`src/rtl/rv_fetch_pkg.sv`:
```
// Shared types and constants for the instruction fetch stage.
package rv_fetch_pkg;

  localparam logic [31:0] NOP_INSTR = 32'h0000_0013;

  typedef struct packed {
    logic [31:0] pc;
    logic [31:0] instr;
  } fetch_entry_t;

endpackage

```
`src/rtl/fetch_fifo.sv`:
```
// Prefetch FIFO of {pc, instr} entries; flush beats push, push and pop may coincide.
module fetch_fifo
  import rv_fetch_pkg::*;
#(
  parameter int DEPTH = 2,
  localparam int OCC_W = $clog2(DEPTH + 1)
) (
  input  logic               clk,
  input  logic               flush,
  input  logic               push,
  input  fetch_entry_t       din,
  input  logic               pop,
  output fetch_entry_t       head,
  output logic [OCC_W-1:0]   occ
);

  localparam int PTR_W = $clog2(DEPTH);

  fetch_entry_t             mem [DEPTH];
  logic [PTR_W-1:0]         wr_ptr;
  logic [PTR_W-1:0]         rd_ptr;
  logic [OCC_W-1:0]         occ_q;
  logic                     do_pop;

  assign do_pop = pop & (occ_q != '0);
  assign head   = mem[rd_ptr];
  assign occ    = occ_q;

  always_ff @(posedge clk) begin
    if (flush) begin
      wr_ptr <= '0;
      rd_ptr <= '0;
      occ_q  <= '0;
    end else begin
      if (push)   wr_ptr <= wr_ptr + PTR_W'(1);
      if (do_pop) rd_ptr <= rd_ptr + PTR_W'(1);
      occ_q <= occ_q + OCC_W'(push) - OCC_W'(do_pop);
    end
  end

  // NOTE: entry storage is never reset; occ gates whether the head is visible,
  // so clearing the array would only add reset fan-out.
  always_ff @(posedge clk) begin
    if (push && !flush) mem[wr_ptr] <= din;
  end

`ifndef SYNTHESIS
  a_no_overflow: assert property (@(posedge clk) disable iff (flush)
    !(push && (occ_q == OCC_W'(DEPTH)) && !pop));
`endif

endmodule

```
`src/rtl/instr_fetch_unit.sv`:
```
// Fetch stage: PC, one outstanding imem read, credit-based request throttle
// and a prefetch FIFO drained by decode over valid/ready.
module instr_fetch_unit
  import rv_fetch_pkg::*;
#(
  parameter int          IMEM_ADDR_W = 9,
  parameter int          FIFO_DEPTH  = 2,
  parameter logic [31:0] RESET_PC    = 32'h0000_0000
) (
  input  logic                   clk,
  input  logic                   reset,
  output logic                   imem_req,
  output logic [IMEM_ADDR_W-1:0] imem_addr,
  input  logic [31:0]            imem_rdata,
  input  logic                   redirect_valid,
  input  logic [31:0]            redirect_pc,
  output logic                   if_valid,
  input  logic                   if_ready,
  output logic [31:0]            if_instr,
  output logic [31:0]            if_pc,
  output logic [31:0]            if_pc4
);

  localparam int             OCC_W   = $clog2(FIFO_DEPTH + 1);
  localparam logic [OCC_W:0] DEPTH_V = (OCC_W + 1)'(FIFO_DEPTH);

  logic [31:0]      fpc;
  logic             inflight;
  logic [31:0]      inflight_pc;
  logic [OCC_W-1:0] occ;
  logic [OCC_W:0]   used;
  logic             pop;
  logic             flush;
  fetch_entry_t     head;
  fetch_entry_t     push_entry;

  assign if_valid = (occ != '0);
  assign pop      = if_valid & if_ready;

  // Slots committed after this edge; a pop frees its slot in the same cycle.
  assign used     = {1'b0, occ} + (OCC_W + 1)'(inflight) - (OCC_W + 1)'(pop);
  assign imem_req = ~reset & ~redirect_valid & (used < DEPTH_V);
  assign imem_addr = fpc[IMEM_ADDR_W-1:0];

  assign flush      = reset | redirect_valid;
  assign push_entry = '{pc: inflight_pc, instr: imem_rdata};

  always_ff @(posedge clk) begin
    if (reset) begin
      fpc      <= RESET_PC;
      inflight <= 1'b0;
    end else if (redirect_valid) begin
      fpc      <= redirect_pc & 32'hFFFF_FFFC;
      inflight <= 1'b0;
    end else begin
      inflight <= imem_req;
      if (imem_req) begin
        inflight_pc <= fpc;
        fpc         <= fpc + 32'd4;
      end
    end
  end

  fetch_fifo #(.DEPTH(FIFO_DEPTH)) u_fifo (
    .clk   (clk),
    .flush (flush),
    .push  (inflight),
    .din   (push_entry),
    .pop   (pop),
    .head  (head),
    .occ   (occ)
  );

  assign if_instr = if_valid ? head.instr : NOP_INSTR;
  assign if_pc    = if_valid ? head.pc : 32'd0;
  assign if_pc4   = if_valid ? head.pc + 32'd4 : 32'd0;

endmodule

```
`config.mk`:
```
export PLATFORM = sky130hd
export DESIGN_NAME = instr_fetch_unit
export DESIGN_NICKNAME = d
export VERILOG_FILES = /design/src/rtl/rv_fetch_pkg.sv /design/src/rtl/fetch_fifo.sv /design/src/rtl/instr_fetch_unit.sv
export SDC_FILE = /design/constraint.sdc
export NUM_CORES = 1
export LEC_CHECK = 0
export CORE_ASPECT_RATIO = 0.9
export CORE_MARGIN = 4
export CORE_UTILIZATION = 56
export CTS_CLUSTER_SIZE = 24
export DETAILED_ROUTE_END_ITERATION = 7
export GPL_TIMING_DRIVEN = 1
export PLACE_DENSITY = 0.91
export SLEW_MARGIN = 20
export SYNTH_ARGS = -nofsm -noshare
export SYNTH_HDL_FRONTEND = slang
export SYNTH_HIERARCHICAL = 1
export SYNTH_SLANG_ARGS = --single-unit
export TNS_END_PERCENT = 1
```
`constraint.sdc`:
```
create_clock -name clk -period 12.6 [get_ports clk]
set_input_delay 2.52 -clock clk [delete_from_list [all_inputs] [get_ports clk]]
set_output_delay 2.52 -clock clk [all_outputs]
set_load 0.01 [all_outputs]
```
==> results.py <==
metrics = {
    "synth": {
        "synth_area_leader_cell": "edfxtp_1",
        "ys_seq_elements": 194,
        "syn-mean-instance-area_um2": 13.18,
        "synthAdderAreaFrac": 0.009068,
        "ys_seq_area_frac": 0.6002,
        "synthCells": 691,
        "yosysMostFrequentCell": "edfxtp_1",
        "synth-edff-count": 158,
        "synth-xor-area-share": 0.02844,
        "synthFlopType": "edfxtp_1",
        "netlist_area_mm2": 0.009106,
        "async_flop_share": 0,
        "synth_common_cells": "edfxtp_1 (158), and2_1 (62), mux2_4 (60)",
        "synthMuxAreaShare": 0.1223,
        "synth_top_area_share": 0.5210,
        "synth_compound_area_frac": 0.05070,
        "yosysWarnings": 6,
        "ys_types": 49,
        "synth_top_family_by_area": "simple AND/OR/NAND/NOR gates",
        "synthTopCellsByArea": "edfxtp_1 (52%), mux2_4 (9.9%), dfxtp_1 (7.9%)",
        "yosys.area_share.simple": 0.1476,
    },
    "timing": {
        "setup_violations": 0,
        "holdWs_ps": 447.3,
        "clock-skew-final_ps": 10.42,
        "slew_violations": 0,
        "fmax_mhz": 124.2,
        "fin_crit_sh": 0.6391,
        "hold_viol": 0,
        "tightest_slew_ps": 1032,
        "timing.slew.headroom": 0.3110,
        "fin_tns_setup_ps": 0,
        "period_minus_slack_ps": 8053,
        "grt_setup_unrepaired": "no",
        "final.setup.worst_slack_ps": 4547,
    },
    "worst_setup_path": {
        "ff2ff_path_depth": 15,
        "worstPathArrival_ps": 5530,
        "crit_fanout": 48,
        "end_kind": "output port",
        "cp.required_ps": 10080,
        "setup.worst_path.class": "input pin to output port",
        "startpoint_type": "input pin",
    },
    "die": {
        "die-width_um": 142.4,
        "core_region_area_mm2": 0.01566,
        "die_area_mm2": 0.01837,
        "ios": 175,
        "rows": 43,
        "start_util": 0.5816,
        "die_height_um": 129.0,
    },
    "final_layout": {
        "syn2layout_area_growth_pct": 25.35,
        "fin_util": 0.7291,
        "n_antenna_cell": 0,
        "drive_gt1_frac": 0.1452,
        "nets": 922,
    },
    "power": {
        "ir_drop_uv": 98.83,
        "power_density_mw_per_mm2": 118.1,
        "switching_share": 0.2244,
        "pwr-share-clk": 0.384,
        "combPwrFrac": 0.077,
        "power.leakage_nw": 3.988,
        "pwr-share-seq": 0.539,
        "net-switching-power_w": 0.0003025,
        "p_int_w": 0.001045,
    },
    "placed_design": {
        "io_buffers": 170,
        "place.gp.congestion": 0.8148,
        "hpwl_um": 13490,
        "dp_slack_ps": 4598,
    },
    "cts": {
        "cts_buffers": 17,
        "clk_pin_slew_worst_paths_ps": 70,
        "post_cts_buffers": 0,
        "cts.sinks": 194,
        "postCtsHoldBufs": 0,
        "cts_resized": 0,
        "htree_levels": 4,
        "clk_latency_ps": 430,
        "cts.path.max_buffers": 2,
        "cts_root_buf": "clkbuf_16",
        "cts_tree": "built",
    },
    "global_route": {
        "antenna_found_initial": 0,
        "grt_pass1_wl_um": 29180,
        "grt_pass1_vias": 5462,
        "grt_remaining_overflow": 0,
        "track_usage": 0.2059,
        "grt_max_degree": 66,
    },
    "route": {
        "wl_per_cell_um": 18.05,
        "vias_per_cell": 5.532,
        "wl_um": 19190,
        "drc": 0,
        "via_count": 5881,
        "detail-route-antenna-nets": 0,
        "dr.pass1.iters": 4,
        "drt_iter0_drc": 390,
    },
    "run": {
        "drv_cap": 0,
    },
    "worst_hold_path": {
        "hold_depth": 0,
        "hold_class": "register to register",
    },
    "status": {
        "outcome": "finished clean",
    },
}
## worst paths after layout
check	start	to	slack, ps
worst min register to register	inflight_pc[21]	u_fifo/mem[0][53]	450
worst max-delay path	if_ready	imem_req	4550
worst max register to register	u_fifo/occ[1]	fpc[4]	8090
worst min-delay path	inflight_pc[21]	u_fifo/mem[0][53]	450
## sequential cells by signal, summed over array words and instances, names as in the netlist, named ones only
signal	count
u_fifo/mem	128
u_fifo/occ	2
inflight_pc	30
inflight	1
u_fifo/wr_ptr	1
fpc	30
u_fifo/rd_ptr	1
## power by group through the flow
stage / registers [W] / logic (W) / clock network [W]
detailed placement: 0.000741 / 0.000104 / 0
finish: 0.000727 / 0.000104 / 0.000517
floorplan: 0.000736 / 0.0000537 / 0
global placement: 0.000739 / 0.000101 / 0
global route: 0.000729 / 0.000112 / 0.000553
CTS: 0.000727 / 0.000104 / 0.000525
## layer usage
layer | share of wire | GRT usage
met1 | 0.42 | 0.2652
met2 | 0.48 | 0.3503
met3 | 0.081 | 0.05165
met4 | 0.015 | 0.05702
met5 | 0 | 0
## worst max-delay path, stage by stage
cell and delay [ps]:
clkdlybuf4s50_1 460, and2_1 170, ha_1 250, nand2b_1 160, fa_1 380, xnor2_1 190
nand3_1 100, buf_4 280, inv_1 370, clkdlybuf4s50_1 620
## cell usage in the layout (no fill, tap or decap), types with 3 or more instances in the layout
cell type and count:
clkdlybuf4s50_1 170, edfxtp_1 158, and2_1 62, mux2_4 60
nor2_1 54, dfxtp_1 35, nand2_1 32, nand3_1 27
a21oi_1 22, xor2_1 18, mux2_2 17, clkbuf_16 17
inv_1 14, nand4_1 14, nor2b_1 14, o21ai_0 13
a22oi_1 13, and3_1 11, o22ai_1 10, xnor2_1 9
buf_4 9, nor3_1 8, a31oi_1 7, conb_1 6
inv_6 6, and4_1 5, ha_1 5, nand2b_1 4
nor4_1 4, or3_1 3, a32oi_1 3, clkinv_2 3
## area by class of cell
class | count | area [µm²]
Timing Repair Buffer | 179 | 1769
Tap cell | 202 | 252.7
Fill cell | 1009 | 4242
Clock inverter | 15 | 145.1
Inverter | 14 | 52.55
Clock buffer | 17 | 425.4
Sequential cell | 194 | 5469
Multi-Input combinational cell | 442 | 3301
## metrics by stage
stage | total power (W) | instances | area, µm²
2_1_floorplan | 0.0007897 | 696 | 9125
3_3_place_gp | 0.0008393 | 1031 | 10840
3_5_place_dp | 0.0008444 | 1031 | 10840
4_1_cts | 0.001356 | 1063 | 11410
5_1_grt | 0.001395 | 1063 | 11410
6_report | 0.001348 | 1063 | 11410
## logic make-up after synthesis
| logic type | Yosys count |
|---|---|
| XOR/XNOR | 28 |
| other | 1 |
| AND/OR/NAND/NOR | 248 |
| flip-flops | 194 |
| buffers and inverters | 60 |
| multiplexers | 79 |
| AO/OA/AOI/OAI | 75 |
| adder cells (fa/ha/maj) | 6 |
No activity file was read; power rests on OpenSTA's default activity.
